File: src/rtl/rx_frame_ctrl.sv
// Turns the CDC byte stream into Ethernet payload transfers: hunts preamble/SFD, skips MACs,
// filters EtherType, strips the FCS through a 5-byte pipe and keeps frame/drop statistics.
`timescale 1ns/1ps
module rx_frame_ctrl #(
  parameter logic [15:0] ETHERTYPE     = 16'h0800,
  parameter int unsigned GAP_CYCLES    = 4,
  parameter int unsigned MAC_HDR_BYTES = 12
) (
  input  logic        clkIn,
  input  logic        rstNIn,
  input  logic [7:0]  rxDataIn,
  input  logic        rxDataValidIn,
  output logic [7:0]  payloadDataOut,
  output logic        payloadValidOut,
  output logic        payloadSopOut,
  output logic        payloadEopOut,
  output logic [10:0] payloadLenOut,
  output logic        frameDropOut,
  output logic [15:0] frameCountOut,
  output logic [15:0] dropCountOut
);

  localparam logic [3:0] GAP_MAX  = 4'(GAP_CYCLES);
  localparam logic [7:0] HDR_LAST = 8'(MAC_HDR_BYTES - 1);

  typedef enum logic [2:0] {
    WAIT_GAP, IDLE, PREAMBLE, HDR, TYPE, PAYLOAD, DISCARD
  } state_t;

  state_t      state_q;
  logic [3:0]  gapCnt_q, gapCnt_d;
  logic        gapEvent;
  logic [7:0]  hdrCnt_q;
  logic [7:0]  typeHi_q;
  logic        typeSecond_q;
  logic [7:0]  pipe_q [5];
  logic [2:0]  pipeCnt_q;
  logic        emitted_q;
  logic [10:0] lenCnt_q, lenInc;
  logic [7:0]  payloadData_q;
  logic        payloadValid_q, payloadSop_q, payloadEop_q, frameDrop_q;
  logic [10:0] payloadLen_q;
  logic [15:0] frameCnt_q, dropCnt_q, frameCntInc, dropCntInc;

  // End of frame is only visible as a run of idle cycles; the event fires once per run.
  always_comb begin
    gapCnt_d = gapCnt_q;
    if (rxDataValidIn) begin
      gapCnt_d = '0;
    end else if (gapCnt_q != GAP_MAX) begin
      gapCnt_d = gapCnt_q + 4'd1;
    end
  end

  assign gapEvent    = !rxDataValidIn && (gapCnt_q == GAP_MAX - 4'd1);
  assign lenInc      = (lenCnt_q == 11'h7FF) ? lenCnt_q : lenCnt_q + 11'd1;
  assign frameCntInc = (frameCnt_q == 16'hFFFF) ? frameCnt_q : frameCnt_q + 16'd1;
  assign dropCntInc  = (dropCnt_q == 16'hFFFF) ? dropCnt_q : dropCnt_q + 16'd1;

  always_ff @(posedge clkIn) begin
    if (!rstNIn) begin
      state_q        <= WAIT_GAP;
      gapCnt_q       <= '0;
      hdrCnt_q       <= '0;
      typeHi_q       <= '0;
      typeSecond_q   <= 1'b0;
      for (int i = 0; i < 5; i++) pipe_q[i] <= '0;
      pipeCnt_q      <= '0;
      emitted_q      <= 1'b0;
      lenCnt_q       <= '0;
      payloadData_q  <= '0;
      payloadValid_q <= 1'b0;
      payloadSop_q   <= 1'b0;
      payloadEop_q   <= 1'b0;
      payloadLen_q   <= '0;
      frameDrop_q    <= 1'b0;
      frameCnt_q     <= '0;
      dropCnt_q      <= '0;
    end else begin
      gapCnt_q       <= gapCnt_d;
      payloadValid_q <= 1'b0;
      payloadSop_q   <= 1'b0;
      payloadEop_q   <= 1'b0;
      frameDrop_q    <= 1'b0;
      case (state_q)
        WAIT_GAP: begin
          if (gapEvent) state_q <= IDLE;
        end
        IDLE: begin
          if (rxDataValidIn) begin
            if (rxDataIn == 8'h55) begin
              state_q <= PREAMBLE;
            end else begin
              state_q     <= DISCARD;
              frameDrop_q <= 1'b1;
              dropCnt_q   <= dropCntInc;
            end
          end
        end
        PREAMBLE: begin
          if (rxDataValidIn) begin
            if (rxDataIn == 8'hD5) begin
              state_q  <= HDR;
              hdrCnt_q <= '0;
            end else if (rxDataIn != 8'h55) begin
              state_q     <= DISCARD;
              frameDrop_q <= 1'b1;
              dropCnt_q   <= dropCntInc;
            end
          end else if (gapEvent) begin
            state_q     <= IDLE;
            frameDrop_q <= 1'b1;
            dropCnt_q   <= dropCntInc;
          end
        end
        HDR: begin
          if (rxDataValidIn) begin
            if (hdrCnt_q == HDR_LAST) begin
              state_q      <= TYPE;
              typeSecond_q <= 1'b0;
            end else begin
              hdrCnt_q <= hdrCnt_q + 8'd1;
            end
          end else if (gapEvent) begin
            state_q     <= IDLE;
            frameDrop_q <= 1'b1;
            dropCnt_q   <= dropCntInc;
          end
        end
        TYPE: begin
          if (rxDataValidIn) begin
            if (!typeSecond_q) begin
              typeHi_q     <= rxDataIn;
              typeSecond_q <= 1'b1;
            end else if ({typeHi_q, rxDataIn} == ETHERTYPE) begin
              state_q   <= PAYLOAD;
              pipeCnt_q <= '0;
              emitted_q <= 1'b0;
              lenCnt_q  <= '0;
            end else begin
              state_q     <= DISCARD;
              frameDrop_q <= 1'b1;
              dropCnt_q   <= dropCntInc;
            end
          end else if (gapEvent) begin
            state_q     <= IDLE;
            frameDrop_q <= 1'b1;
            dropCnt_q   <= dropCntInc;
          end
        end
        PAYLOAD: begin
          // The last four bytes held at end of frame are the FCS and never leave the pipe.
          if (rxDataValidIn) begin
            pipe_q[0] <= rxDataIn;
            for (int i = 1; i < 5; i++) pipe_q[i] <= pipe_q[i-1];
            if (pipeCnt_q == 3'd5) begin
              payloadData_q  <= pipe_q[4];
              payloadValid_q <= 1'b1;
              payloadSop_q   <= !emitted_q;
              emitted_q      <= 1'b1;
              lenCnt_q       <= lenInc;
              payloadLen_q   <= lenInc;
            end else begin
              pipeCnt_q <= pipeCnt_q + 3'd1;
            end
          end else if (gapEvent) begin
            state_q <= IDLE;
            if (pipeCnt_q == 3'd5) begin
              payloadData_q  <= pipe_q[4];
              payloadValid_q <= 1'b1;
              payloadSop_q   <= !emitted_q;
              payloadEop_q   <= 1'b1;
              emitted_q      <= 1'b1;
              lenCnt_q       <= lenInc;
              payloadLen_q   <= lenInc;
              frameCnt_q     <= frameCntInc;
            end else begin
              frameDrop_q <= 1'b1;
              dropCnt_q   <= dropCntInc;
            end
          end
        end
        DISCARD: begin
          if (gapEvent) state_q <= IDLE;
        end
        default: state_q <= WAIT_GAP;
      endcase
    end
  end

  assign payloadDataOut  = payloadData_q;
  assign payloadValidOut = payloadValid_q;
  assign payloadSopOut   = payloadSop_q;
  assign payloadEopOut   = payloadEop_q;
  assign payloadLenOut   = payloadLen_q;
  assign frameDropOut    = frameDrop_q;
  assign frameCountOut   = frameCnt_q;
  assign dropCountOut    = dropCnt_q;

endmodule

File: config.mk
export PLATFORM = sky130hd
export DESIGN_NAME = rx_frame_ctrl
export DESIGN_NICKNAME = d
export VERILOG_FILES = /design/src/rtl/rx_frame_ctrl.sv
export SDC_FILE = /design/constraint.sdc
export NUM_CORES = 1
export LEC_CHECK = 0
export BUFFER_PORTS_ARGS = -buffer_cell sky130_fd_sc_hd__clkbuf_2
export CAP_MARGIN = 30
export CORE_AREA = 2 2 119 121
export CTS_CLUSTER_SIZE = 30
export DETAILED_ROUTE_END_ITERATION = 16
export DIE_AREA = 0 0 121 123
export GPL_ROUTABILITY_DRIVEN = 0
export PLACE_DENSITY_LB_ADDON = 0.25
export SYNTH_ARGS = -nofsm -noshare
export SYNTH_HDL_FRONTEND = slang
export SYNTH_SLANG_ARGS = --single-unit
File: constraint.sdc
create_clock -name clkIn -period 6.5 [get_ports clkIn]
set_clock_uncertainty 0.05 [all_clocks]
set_input_delay 0 -clock clkIn [delete_from_list [all_inputs] [get_ports clkIn]]
set_output_delay 0 -clock clkIn [all_outputs]
set_load 0.02 [all_outputs]
==> results.py <==
metrics = {
    "grt": {
        "grt_max_degree": 63,
        "antenna_found_initial": 0,
        "grt_use_total_pct": 17.7,
        "grt_pass1_wl_mm": 20.9,
        "grt_pass1_vias": 4569,
        "grt-ovfl-total": 0,
    },
    "floorplan": {
        "fp-row-count": 43,
        "die_w_um": 121,
        "start_util_pct": 45.1,
        "die-area_um2": 14900,
        "core_um2": 13600,
        "die_h_um": 123,
        "io_pins": 66,
    },
    "yosys": {
        "avgSynthCellArea_um2": 9.24,
        "yosysTopAreaCellShare_pct": 30.7,
        "netlist_instances": 664,
        "synth-seq-cells": 134,
        "async_flop_share_pct": 0,
        "yosysSeqAreaShare_pct": 50.2,
        "ys_types": 57,
        "ys.flop_type": "dfxtp_1",
        "synth_area_leaders": "dfxtp_1, edfxtp_1, and2_1",
        "syn_nets": 683,
        "syn_area_um2": 6140,
        "ys_warn_count": 0,
        "yosysTopAreaCell": "dfxtp_1",
        "synth_enable_flop_cells": 40,
    },
    "worst_setup_path": {
        "worst-path-max-fanout": 25,
        "crit_path_end_kind": "register",
        "r2r_cells": 6,
        "cp_data_arrival_time_ps": 3410,
        "reg2reg_slack_ps": 3350,
        "cp-start-kind": "register",
        "path_class": "reg2reg",
        "cp_data_required_time_ps": 6750,
    },
    "worst_hold_path": {
        "holdPathStages": 3,
        "hold_path.class": "in2reg",
    },
    "finish": {
        "post-route-util_pct": 53.2,
        "synthToLayoutAreaGrowth_pct": 18.1,
        "regArea_um2": 3080,
        "fillers": 1233,
        "multiInputGateArea_um2": 2840,
        "nets": 744,
        "drive_above_1_share_pct": 15.7,
        "n_antenna_cell": 0,
        "final_cells": 918,
    },
    "pwr": {
        "ir_worst_vdd_v": 0.000175,
        "swShare_pct": 22.1,
        "p_seq_share_pct": 46.4,
        "power_switching_uw": 425,
        "clockPowerShare_pct": 47.9,
        "p_leak_nw": 2.62,
        "power.density_nw_per_um2": 266,
        "p_int_mw": 1.50,
        "combPwrFrac_pct": 5.7,
    },
    "timing": {
        "worstMarginPinSlew_ps": 785,
        "hold_slack_ps": 117,
        "final_hold_viol_count": 0,
        "rsz0062_at_grt": "false",
        "fmax_ghz": 0.317,
        "slew_headroom_pct": 47.3,
        "period_needed_ps": 3150,
        "final_max_slew_viol_count": 0,
        "setup-violations-final": 0,
        "setup_ws_ps": 3350,
        "post-route-period-util_pct": 48.5,
        "setup_tns_ps": 0,
    },
    "drt": {
        "ant_nets": 0,
        "vias": 4946,
        "drt-total-wl_mm": 12.5,
        "drt_pass1_iterations": 5,
        "drc": 0,
        "wl_per_cell_um": 13.7,
        "routed_via_density": 5.39,
        "drt-initial-drc-count": 500,
    },
    "clocking": {
        "root_buffer": "clkbuf_16",
        "cts_tree": "yes",
        "clock_path_buffers": 2,
        "cts_sinks": 134,
        "ctsResizeCount": 0,
        "clk_pin_slew_ps": 60,
        "clkLatencyLatePin_ps": 420,
        "cts.htree.levels": 4,
        "cts_buffers": 17,
    },
    "status": {
        "status": "finished, final reports clean",
    },
    "placed_design": {
        "portBuffers": 65,
        "place_hpwl_mm": 8.36,
        "preCtsSetupSlack_ps": 3370,
        "dp_cells": 878,
    },
    "flow_run": {
        "maxCapViolCount": 0,
    },
}
## stage by stage
stage          power [mW]  cell area (um^2)
3_5_place_dp         1.02              6590
5_1_grt              2.00              7250
2_1_floorplan       0.995              6140
4_1_cts              1.95              7250
6_report             1.93              7250
3_3_place_gp         1.01              6570
## worst max-delay path, stage by stage, from the launching register on
cell     delay, ps
dfxtp_1        740
nand2_1        310
o22a_1         290
o221a_2        230
or3_1          630
or2_2          460
o311a_1        340
## Yosys cell counts, types with 9 or more instances
cell type / instances
a21oi_1: 40
and2_1: 42
and3_1: 9
clkbuf_1: 30
dfxtp_1: 94
edfxtp_1: 40
inv_1: 18
mux2i_1: 15
nand2_1: 69
nand2b_1: 12
nand3_1: 25
nand4_1: 13
nor2_1: 70
nor3_1: 20
nor4_1: 9
o21ai_0: 24
or4_1: 12
xnor2_1: 14
xor2_1: 13
## kinds of logic (layout without fill, tap and decap cells)
group                      count (synthesis)  count (layout)  synth area share, %
muxes                                     15              15                 2.45
xor gates and xnor gates                  27              27                 3.85
buffers and inverters                     55             129                 3.79
and+or+nand+nor                          309             309                 25.8
DFF                                      134             134                 50.2
adders and majority gates                  8               8                 1.63
AOI/OAI and AO/OA                        116             116                 12.3
## sequential cells by signal, summed over array words and instances, names as in the netlist
name,count
payloadEopOut,1
emitted_q,1
typeHi_q,8
dropCountOut,16
payloadLenOut,11
pipeCnt_q,3
state_q,3
pipe_q,40
typeSecond_q,1
frameCountOut,16
payloadValidOut,1
payloadSopOut,1
hdrCnt_q,8
gapCnt_q,4
payloadDataOut,8
frameDropOut,1
lenCnt_q,11
## layout make-up
type	count	area share (%)
well taps	180	3.11
repair buffers	78	6.28
clock buffers	22	6.54
multi-input cells	475	39.1
clock inverters	10	1.42
inverters	19	0.984
flip-flops and latches	134	42.5
## metal layers
layer  wire (um)  global-route usage, %  vias up
met1        5570                   20.9     2308
li1            -                      -     2492
met4         256                   7.56        0
met2        6090                   30.0      121
met5           0                      0        -
met3         630                   5.40       25
## path summary, 6_finish.rpt
kind	end	from
max	dropCountOut[8]	state_q[0]
min	state_q[2]	rxDataValidIn
max reg2reg	dropCountOut[8]	state_q[0]
min reg2reg	payloadLenOut[6]	payloadLenOut[6]
## cells in the final DEF (no fill, tap or decap), types with 17 or more instances in the layout
| cell type | synthesis | final |
|---|---|---|
| o21ai_0 | 24 | 23 |
| edfxtp_1 | 40 | 40 |
| nand2_1 | 69 | 69 |
| dfxtp_1 | 94 | 94 |
| nor3_1 | 20 | 19 |
| a21oi_1 | 40 | 40 |
| and2_1 | 42 | 42 |
| nor2_1 | 70 | 70 |
| nand3_1 | 25 | 25 |
| clkbuf_16 | 0 | 17 |
| inv_1 | 18 | 18 |
| clkbuf_2 | 0 | 65 |
## power by group through the flow
stage                     Clock (mW)  Combinational, mW  Sequential [mW]
after floorplan                    0             0.0909            0.904
after global placement             0              0.102            0.911
after detailed placement           0              0.106            0.911
after CTS                      0.945              0.110            0.894
after global routing           0.986              0.121            0.897
final                          0.923              0.109            0.894
## repair_timing
item / CTS / global route
hold buffers: 8 / 0
setup buffers: 0 / 0
hold endpoints to repair: 16 / 0
No activity file was read; power rests on OpenSTA's default activity.
